===== config.mk =====
export PLATFORM = sky130hd
export DESIGN_NAME = cw_mux_sel_ctrl
export DESIGN_NICKNAME = d
export VERILOG_FILES = /design/src/rtl/cw_mux_sel_ctrl.sv
export SDC_FILE = /design/constraint.sdc
export NUM_CORES = 1
export LEC_CHECK = 0
export CAP_MARGIN = 20
export CELL_PAD_IN_SITES_DETAIL_PLACEMENT = 0
export CELL_PAD_IN_SITES_GLOBAL_PLACEMENT = 1
export CORE_ASPECT_RATIO = 0.75
export CORE_MARGIN = 2
export CORE_UTILIZATION = 47
export CTS_CLUSTER_SIZE = 16
export DETAILED_ROUTE_END_ITERATION = 10
export GPL_TIMING_DRIVEN = 0
export PLACE_DENSITY_LB_ADDON = 0.1
export SETUP_SLACK_MARGIN = 0.4
export SLEW_MARGIN = 5
export SYNTH_ARGS = -nofsm -noshare
export SYNTH_HDL_FRONTEND = slang
export SYNTH_SLANG_ARGS = --single-unit
export TNS_END_PERCENT = 10

===== constraint.sdc =====
create_clock -name clk -period 2 [get_ports clk]
set_input_delay 0.2 -clock clk [delete_from_list [all_inputs] [get_ports clk]]
set_output_delay 0.2 -clock clk [all_outputs]
set_load 0.005 [all_outputs]

===== src/rtl/cw_mux_sel_ctrl.sv =====
// Display-mode controller: debounces the mode/back buttons and drives the one-hot 3:1 mux select.
// Optional feature macro CW_MODE_TIMEOUT_EN builds the auto-return-to-TIME timeout on tick_1hz.
module cw_mux_sel_ctrl #(
    parameter int DB_COUNT    = 50000,
    parameter int DB_W        = 16,
    parameter int TIMEOUT_SEC = 10
) (
    input  logic       clk,
    input  logic       rst_n,
    input  logic       tick_1hz,
    input  logic       btn_mode,
    input  logic       btn_back,
    input  logic       force_time,
    output logic [2:0] sel,
    output logic       mode_chg
);
    typedef enum logic [1:0] {
        ST_TIME  = 2'd0,
        ST_ALARM = 2'd1,
        ST_DATE  = 2'd2
    } state_t;

    // Button vectors: bit 0 = mode, bit 1 = back.
    logic [1:0]      btn_raw;
    logic [1:0]      sync1_q;
    logic [1:0]      sync2_q;
    logic [1:0]      db_q;
    logic [1:0]      db_prev_q;
    logic [1:0]      press;
    logic [DB_W-1:0] db_cnt_q [2];

    logic [1:0] state_q;
    logic [1:0] state_d;
    logic [2:0] sel_q;
    logic [2:0] sel_d;
    logic       mode_chg_q;
    logic       mode_chg_d;
    logic       state_legal;
    logic       expire;

    assign btn_raw = {btn_back, btn_mode};
    assign press   = db_q & ~db_prev_q;

    always_ff @(posedge clk or negedge rst_n) begin
        if (!rst_n) begin
            sync1_q   <= '0;
            sync2_q   <= '0;
            db_q      <= '0;
            db_prev_q <= '0;
            for (int i = 0; i < 2; i++) begin
                db_cnt_q[i] <= '0;
            end
        end else begin
            sync1_q   <= btn_raw;
            sync2_q   <= sync1_q;
            db_prev_q <= db_q;
            for (int i = 0; i < 2; i++) begin
                if (sync2_q[i] == db_q[i]) begin
                    db_cnt_q[i] <= '0;
                end else if (db_cnt_q[i] == DB_W'(DB_COUNT - 1)) begin
                    db_q[i]     <= sync2_q[i];
                    db_cnt_q[i] <= '0;
                end else begin
                    db_cnt_q[i] <= db_cnt_q[i] + DB_W'(1);
                end
            end
        end
    end

    assign state_legal = (state_q == ST_TIME) || (state_q == ST_ALARM) || (state_q == ST_DATE);

`ifdef CW_MODE_TIMEOUT_EN
    localparam int TW = $clog2(TIMEOUT_SEC + 1);

    logic [TW-1:0] tmo_q;
    logic [TW-1:0] tmo_d;

    assign expire = (state_q != ST_TIME) && tick_1hz && (tmo_q == TW'(TIMEOUT_SEC - 1));

    always_comb begin
        tmo_d = tmo_q;
        if ((state_d != state_q) || (|press) || (state_q == ST_TIME)) begin
            tmo_d = '0;
        end else if (tick_1hz && (tmo_q != TW'(TIMEOUT_SEC - 1))) begin
            tmo_d = tmo_q + TW'(1);
        end
    end

    always_ff @(posedge clk or negedge rst_n) begin
        if (!rst_n) begin
            tmo_q <= '0;
        end else begin
            tmo_q <= tmo_d;
        end
    end
`else
    localparam int UNUSED_TIMEOUT_SEC = TIMEOUT_SEC;
    logic unused_tick;

    assign unused_tick = tick_1hz;
    assign expire      = 1'b0;
`endif

    // Priority: force_time, back, mode, timeout; an illegal encoding always lands in TIME.
    always_comb begin
        state_d = state_q;
        if (force_time) begin
            state_d = ST_TIME;
        end else if (press[1]) begin
            state_d = ST_TIME;
        end else if (press[0]) begin
            case (state_q)
                ST_TIME:  state_d = ST_ALARM;
                ST_ALARM: state_d = ST_DATE;
                default:  state_d = ST_TIME;
            endcase
        end else if (expire) begin
            state_d = ST_TIME;
        end
        if (!state_legal) begin
            state_d = ST_TIME;
        end

        case (state_d)
            ST_ALARM: sel_d = 3'b010;
            ST_DATE:  sel_d = 3'b001;
            default:  sel_d = 3'b100;
        endcase
        mode_chg_d = (state_d != state_q);
    end

    always_ff @(posedge clk or negedge rst_n) begin
        if (!rst_n) begin
            state_q    <= ST_TIME;
            sel_q      <= 3'b100;
            mode_chg_q <= 1'b0;
        end else begin
            state_q    <= state_d;
            sel_q      <= sel_d;
            mode_chg_q <= mode_chg_d;
        end
    end

    assign sel      = sel_q;
    assign mode_chg = mode_chg_q;

endmodule

==> results of run 1 <==
[per-layer routing]
layer | track usage [%] | part of all wire (%) | up-vias
met5 | 0 | 0 | -
met4 | 5.81 | 0.76 | 0
met3 | 4.40 | 4.7 | 4
met2 | 23.9 | 42 | 27
met1 | 25.4 | 53 | 707
li1 | - | - | 700
[cell usage after synthesis (all sizes together), types with 3 or more instances]
cell	number	share of area [%]
a21oi	3	0.73
and3	3	0.91
and4	4	1.7
buf	3	1.0
dfrtp	45	54
ha	4	2.4
inv	6	1.1
nand2	7	1.3
nand3	12	2.9
nand4	7	2.1
nor2	36	6.5
nor3	3	0.73
nor4	5	1.5
o21ai	4	0.97
or3	3	1.1
xnor2	17	7.2
xor2	13	5.5
[layout make-up]
type	count	area, µm²
Sequential cell	46	1150
Multi-Input combinational cell	134	908
Clock buffer	8	80.1
Buffer	3	23.8
Timing Repair Buffer	21	199
Inverter	6	22.5
Fill cell	363	1670
Tap cell	55	68.8
[flip-flops by register name, indices dropped and copies added, names as in the netlist]
| register | cells |
|---|---|
| sync1_q | 2 |
| db_q | 2 |
| db_prev_q | 2 |
| state_q | 2 |
| db_cnt_q | 32 |
| mode_chg | 1 |
| sync2_q | 2 |
| sel | 3 |
[power groups by stage]
| stage | registers, mW | clock network [mW] | logic [mW] |
|---|---|---|---|
| after floorplan | 0.971 | 0 | 0.0291 |
| after global placement | 0.972 | 0 | 0.0619 |
| after detailed placement | 0.972 | 0 | 0.0696 |
| after CTS | 0.954 | 0.543 | 0.0821 |
| after global routing | 0.957 | 0.587 | 0.0909 |
| final | 0.955 | 0.529 | 0.0803 |
[cell families after synthesis]
family / share of synthesized area, %
compound gates: 3.75
xor+xnor: 12.7
fa+ha+maj: 2.42
buf+inv: 2.12
flops: 55.8
mux: 1.09
simple gates: 22.2
[metrics by stage]
step	instance area (µm²)	utilization (%)	total power [mW]	setup slack (ns)
floorplan	2070	-	1.00	0.378
global placement	2220	53.7	1.03	-0.464
detailed placement	2240	54.2	1.04	0.0303
CTS	2400	58.2	1.58	0.350
global route	2450	59.5	1.64	0.279
finish	2450	59.5	1.56	0.330
[final timing paths]
path                                end         start  slack (ns)
max                        db_cnt_q[23]  db_cnt_q[26]        0.33
min                          sync1_q[1]      btn_back        0.35
max reg2reg                db_cnt_q[23]  db_cnt_q[26]        0.33
min reg2reg                  sync2_q[1]    sync1_q[1]        0.36
max in group asynchronous        sel[2]         rst_n        1.00
min in group asynchronous   db_cnt_q[3]         rst_n        0.42
[timing repair]
action | in CTS | in global routing
pin swaps | 3 | 5
endpoints found under the hold margin | 21 | 0
endpoints found under the setup margin | 27 | 36
resized for setup | 7 | 5
buffers inserted | 6 | 4
hold buffers | 1 | 0
cloned | 1 | 0
==> key figures, run 1 <==
Worst hold path
  • Path category of the worst min-delay check: input port to flip-flop
  • Worst hold path cell count: 1

Final layout
  • Share of final-layout standard cells stronger than drive strength 1: 16.1%
  • Leading cell type in the layout, fill and taps excluded: dfrtp_1
  • Post-Layout Cell Count: 273
  • Final net count: 227
  • Area grow syn2layout: 18.8%
  • Top library cells by usage in the layout, fill and taps aside: dfrtp_1 (45), nor2_1 (34), xnor2_1 (17), xor2_1 (13)
  • Final antenna diode count: 0

Floorplan
  • Core outline area: 4130 µm²
  • Number of top-level design ports: 10
  • Vertical die dimension: 61.4 µm
  • Area of the die: 4950 µm²
  • Num rows: 20
  • Initial core utilization: 50.1%
  • Die X: 80.6 µm

STA
  • Final Skew: 0.00265 ns
  • Final hold vios: 0
  • Setup Viol. Count Final: 0
  • Final period demand of the worst path: 1.67 ns
  • Slew Limit Headroom: 64.4%
  • Worst hold slack after final layout: 0.349 ns
  • Pin slew with the least headroom to its limit: 0.534 ns
  • Final total negative setup slack: 0 ns
  • Count of final max-slew check failures: 0
  • Final worst-path cycle share: 83.5%
  • RSZ-0062 raised after global routing: yes
  • Fmax: 0.599 GHz

Global route
  • Remaining global-route overflow: 0
  • Pin count of the biggest net entering global routing: 26
  • Initial antenna violation count: 0
  • Global Route Usage Sum: 16.9%
  • Global-route wire length before repair: 6.29 mm
  • Via count of the first global-routing pass: 1314

Power and ir drop
  • Clock share of power: 33.8%
  • Part of the total power dissipated in combinational logic: 5.1%
  • Cell-internal power: 1.23 mW
  • Switching power summed over all nets: 0.337 mW
  • Switching share of total power: 21.5%
  • Total power density per cell area: 637 nW/µm²
  • Leakage: 1.06 nW
  • Worst IR Drop VDD: 0.395 mV
  • Fraction of power consumed by sequential logic: 61.0%

Setup path
  • Critical Path AT: 1.85 ns
  • Worst path max stage delay: 0.43 ns
  • Number of cells on the critical path: 5
  • Register-to-Register Path Depth: 5
  • Family of cells with the greatest summed delay on the critical path: simple AND/OR/NAND/NOR gates
  • Number of buffer and inverter stages on the critical path: 2
  • Required time worst endpoint: 2.18 ns
  • CP endpoint kind: flip-flop
  • Cells traversed along the worst timing path: or3_4 > o41ai_4 > buf_4 > buf_6 > nor2_1
  • Setup CP Type: flip-flop to flip-flop
  • Maximum net fanout on the critical path: 5
  • Crit path launch type: flip-flop
  • Worst path slowest cell: dfrtp_1

Place
  • Dpl hpwl: 2.57 mm
  • Cell count after placement: 253
  • Number of buffers inserted by port buffering: 8
  • Final estimated routing congestion in global placement: 0.778

Outcome
  • Run status: complete, no violations

Synthesis
  • Netlist cell types: 30
  • Mapped cell area: 2070 µm²
  • Yosys reg bits: 46
  • Register area share after synthesis: 55.8%
  • Asr flop ratio synth: 100%
  • Number of nets produced by synthesis: 199
  • Syn Area/Cell: 10.9 µm²
  • Synthesized netlist cell count: 189
  • Syn. warnings: 0
  • Prevailing post-synth register cell: dfrtp_1
  • EDFF count, synth: 0

Clock network
  • Clock sink count: 46
  • Worst skew pair latency: 0.28 ns
  • Clock Pin Slew Worst Setup and Hold Paths: 0.08 ns
  • Clk Tree Root Cell: clkbuf_8
  • Maximum root-to-sink buffer count: 2
  • Number of buffers added by the clock tree synthesis step: 5
  • TritonCTS clock tree: built
  • Maximum level of the CTS H-tree: 2

Run
  • Max-cap violations: 0

Route
  • Remaining antenna violation count: 0
  • Detailed router's first-iteration violation count: 78
  • Routed wire length: 3.80 mm
  • Vias after detailed routing: 1438
  • Detailed-router iteration count before antenna repair: 4
  • DRC: 0
  • Routed wire length per instance: 13.9 µm
  • Via-per-instance ratio: 5.27
Note: power is estimated with default switching activity, not from simulation.
==> run 2: changes to the inputs <==
==> constraint.sdc (replaced) <==
create_clock -name clk -period 1.64 [get_ports clk]
set_input_delay 0.164 -clock clk [delete_from_list [all_inputs] [get_ports clk]]
set_output_delay 0.164 -clock clk [all_outputs]
set_load 0.005 [all_outputs]
==> key figures, run 2 (synthesis gave the netlist of run 1 again) <==
Run
  • Max-cap violations: 0

STA
  • Pin slew with the least headroom to its limit: 0.415 ns
  • Fmax: 0.605 GHz
  • RSZ-0062 raised after global routing: yes
  • Final worst-path cycle share: 101%
  • Final hold vios: 0
  • Setup WS post-layout: -0.0141 ns
  • Slew Limit Headroom: 72.3%
  • Final Skew: 0.00443 ns
  • Final total negative setup slack: -0.0453 ns
  • Count of final max-slew check failures: 0
  • Final period demand of the worst path: 1.65 ns
  • Setup Viol. Count Final: 6

Setup path
  • Startpoint of the worst register-to-register path: db_cnt_q[27]
  • Required time worst endpoint: 1.83 ns
  • CP endpoint kind: flip-flop
  • Endpoint of the worst-slack reg-to-reg timing path: db_cnt_q[24]
  • Register-to-Register Path Depth: 5
  • Register-to-Register Setup Slack: -0.01 ns
  • Setup CP Type: flip-flop to flip-flop
  • Critical Path AT: 1.84 ns
  • Maximum net fanout on the critical path: 5
  • Crit path launch type: flip-flop

Final layout
  • Leading cell type in the layout, fill and taps excluded: dfrtp_1
  • Final net count: 225
  • Final antenna diode count: 0
  • Share of final-layout standard cells stronger than drive strength 1: 23.7%
  • Area grow syn2layout: 22.0%
  • Post-route cell area: 2520 µm²
  • Reg with most FFs: db_cnt_q
  • Flip-flop count of the largest register, all copies and words added: 32
  • Post-Layout Cell Count: 270
  • Top library cells by usage in the layout, fill and taps aside: dfrtp_1 (43), nor2_1 (24), xnor2_1 (17), xor2_1 (13), nand3_1 (11)

Floorplan
  • Area of the die: 4950 µm²
  • Initial core utilization: 50.1%
  • Core outline area: 4130 µm²
  • Num rows: 20
  • Number of top-level design ports: 10
  • Die X: 80.6 µm
  • Vertical die dimension: 61.4 µm

Global route
  • Met3 usage in global routing: 4.40%
  • Via count of the first global-routing pass: 1429
  • Initial antenna violation count: 0
  • Pin count of the biggest net entering global routing: 30
  • Met1 track demand over resource in global routing: 28.2%
  • Remaining global-route overflow: 0
  • Global-route wire length before repair: 6.96 mm
  • Busiest grt layer: met1
  • Global Route Usage Sum: 19.4%
  • Met2 Usage GRT: 28.0%

Outcome
  • Violated checks: negative setup slack
  • Run status: finished with violations

Clock network
  • TritonCTS clock tree: built
  • Maximum level of the CTS H-tree: 2
  • Maximum root-to-sink buffer count: 2
  • Clock sink count: 46
  • Number of buffers added by the clock tree synthesis step: 5
  • Clock Pin Slew Worst Setup and Hold Paths: 0.08 ns
  • Worst skew pair latency: 0.30 ns
  • Clk Tree Root Cell: clkbuf_8

Power and ir drop
  • Total power density per cell area: 772 nW/µm²
  • Leakage: 1.05 nW
  • Worst IR Drop VDD: 0.402 mV
  • Total Power: 1.95 mW

Place
  • Final estimated routing congestion in global placement: 0.759
  • Number of buffers inserted by port buffering: 8
  • Total cell area at the placement stage: 2230 µm²
  • Dpl hpwl: 2.76 mm
  • Cell count after placement: 253

Worst hold path
  • Worst hold path cell count: 1
  • Startpoint of the most critical hold path: btn_back
  • Path category of the worst min-delay check: input port to flip-flop
  • End point of the worst hold path: sync1_q[1]

Route
  • Remaining antenna violation count: 0
  • Vias after detailed routing: 1438
  • Routed wire length: 4.13 mm
  • Detailed router's first-iteration violation count: 109
  • Via-per-instance ratio: 5.33
  • Routed wire length per instance: 15.3 µm
  • DRC: 0
  • Detailed-router iteration count before antenna repair: 4
## run 2: how the worst max path moves through the flow
| stage | depth (start not counted) | end | startpoint | slack (ns) |
|---|---|---|---|---|
| 2_1_floorplan | 5 | db_cnt_q[30] | db_cnt_q[29] | 0.02 |
| 3_3_place_gp | 1 | db_cnt_q[27] | rst_n | -0.78 |
| 3_5_place_dp | 5 | db_cnt_q[24] | db_cnt_q[16] | -0.34 |
| 4_1_cts | 6 | db_cnt_q[24] | db_cnt_q[28] | -0.04 |
| 5_1_grt | 4 | db_q[0] | db_cnt_q[29] | -0.07 |
| 6_report | 5 | db_cnt_q[24] | db_cnt_q[27] | -0.01 |
## run 2: layer usage
layer  part of all wire (%)  up-vias
met5                      0        -
met4                    1.7        0
met3                    2.9        6
met2                     43       16
met1                     52      722
li1                       -      694
## run 2: where the power goes
part | total (mW) | switching (mW) | internal [mW] | leakage, nW
clock | 0.662 | 0.368 | 0.294 | 0.0383
sequential | 1.17 | 0.0185 | 1.15 | 0.622
combinational | 0.116 | 0.0635 | 0.0521 | 0.390
## run 2: cell type report
cell class | instances | area, µm²
plain buffers | 3 | 33.8
clock buffers | 7 | 76.3
fillers | 342 | 1610
inverters | 6 | 22.5
multi-input cells | 134 | 988
flip-flops and latches | 46 | 1150
well taps | 55 | 68.8
repair buffers | 19 | 176
## run 2: metrics by stage
stage          setup slack (ns)  hold slack, ns  util [%]
3_3_place_gp             -0.779           0.338      53.7
3_5_place_dp             -0.341           0.118      54.0
4_1_cts                 -0.0378           0.289      59.8
2_1_floorplan            0.0185          -0.132         -
5_1_grt                 -0.0682           0.294      61.1
6_report                -0.0141           0.298      61.1
## run 2: worst max-delay path, cell delays in order (launching register included)
cell and delay (ns):
dfrtp_1 0.44, or3_4 0.41, o41ai_4 0.31, buf_4 0.20
buf_6 0.13, nor2_1 0.05
## run 2: what timing repair did
action,4_1_cts,5_1_grt
hold buffers,1,0
pin swaps,26,12
hold endpoints to repair,16,0
buffers inserted,7,1
setup endpoints to repair,42,39
cloned,1,0
resized for setup,35,12
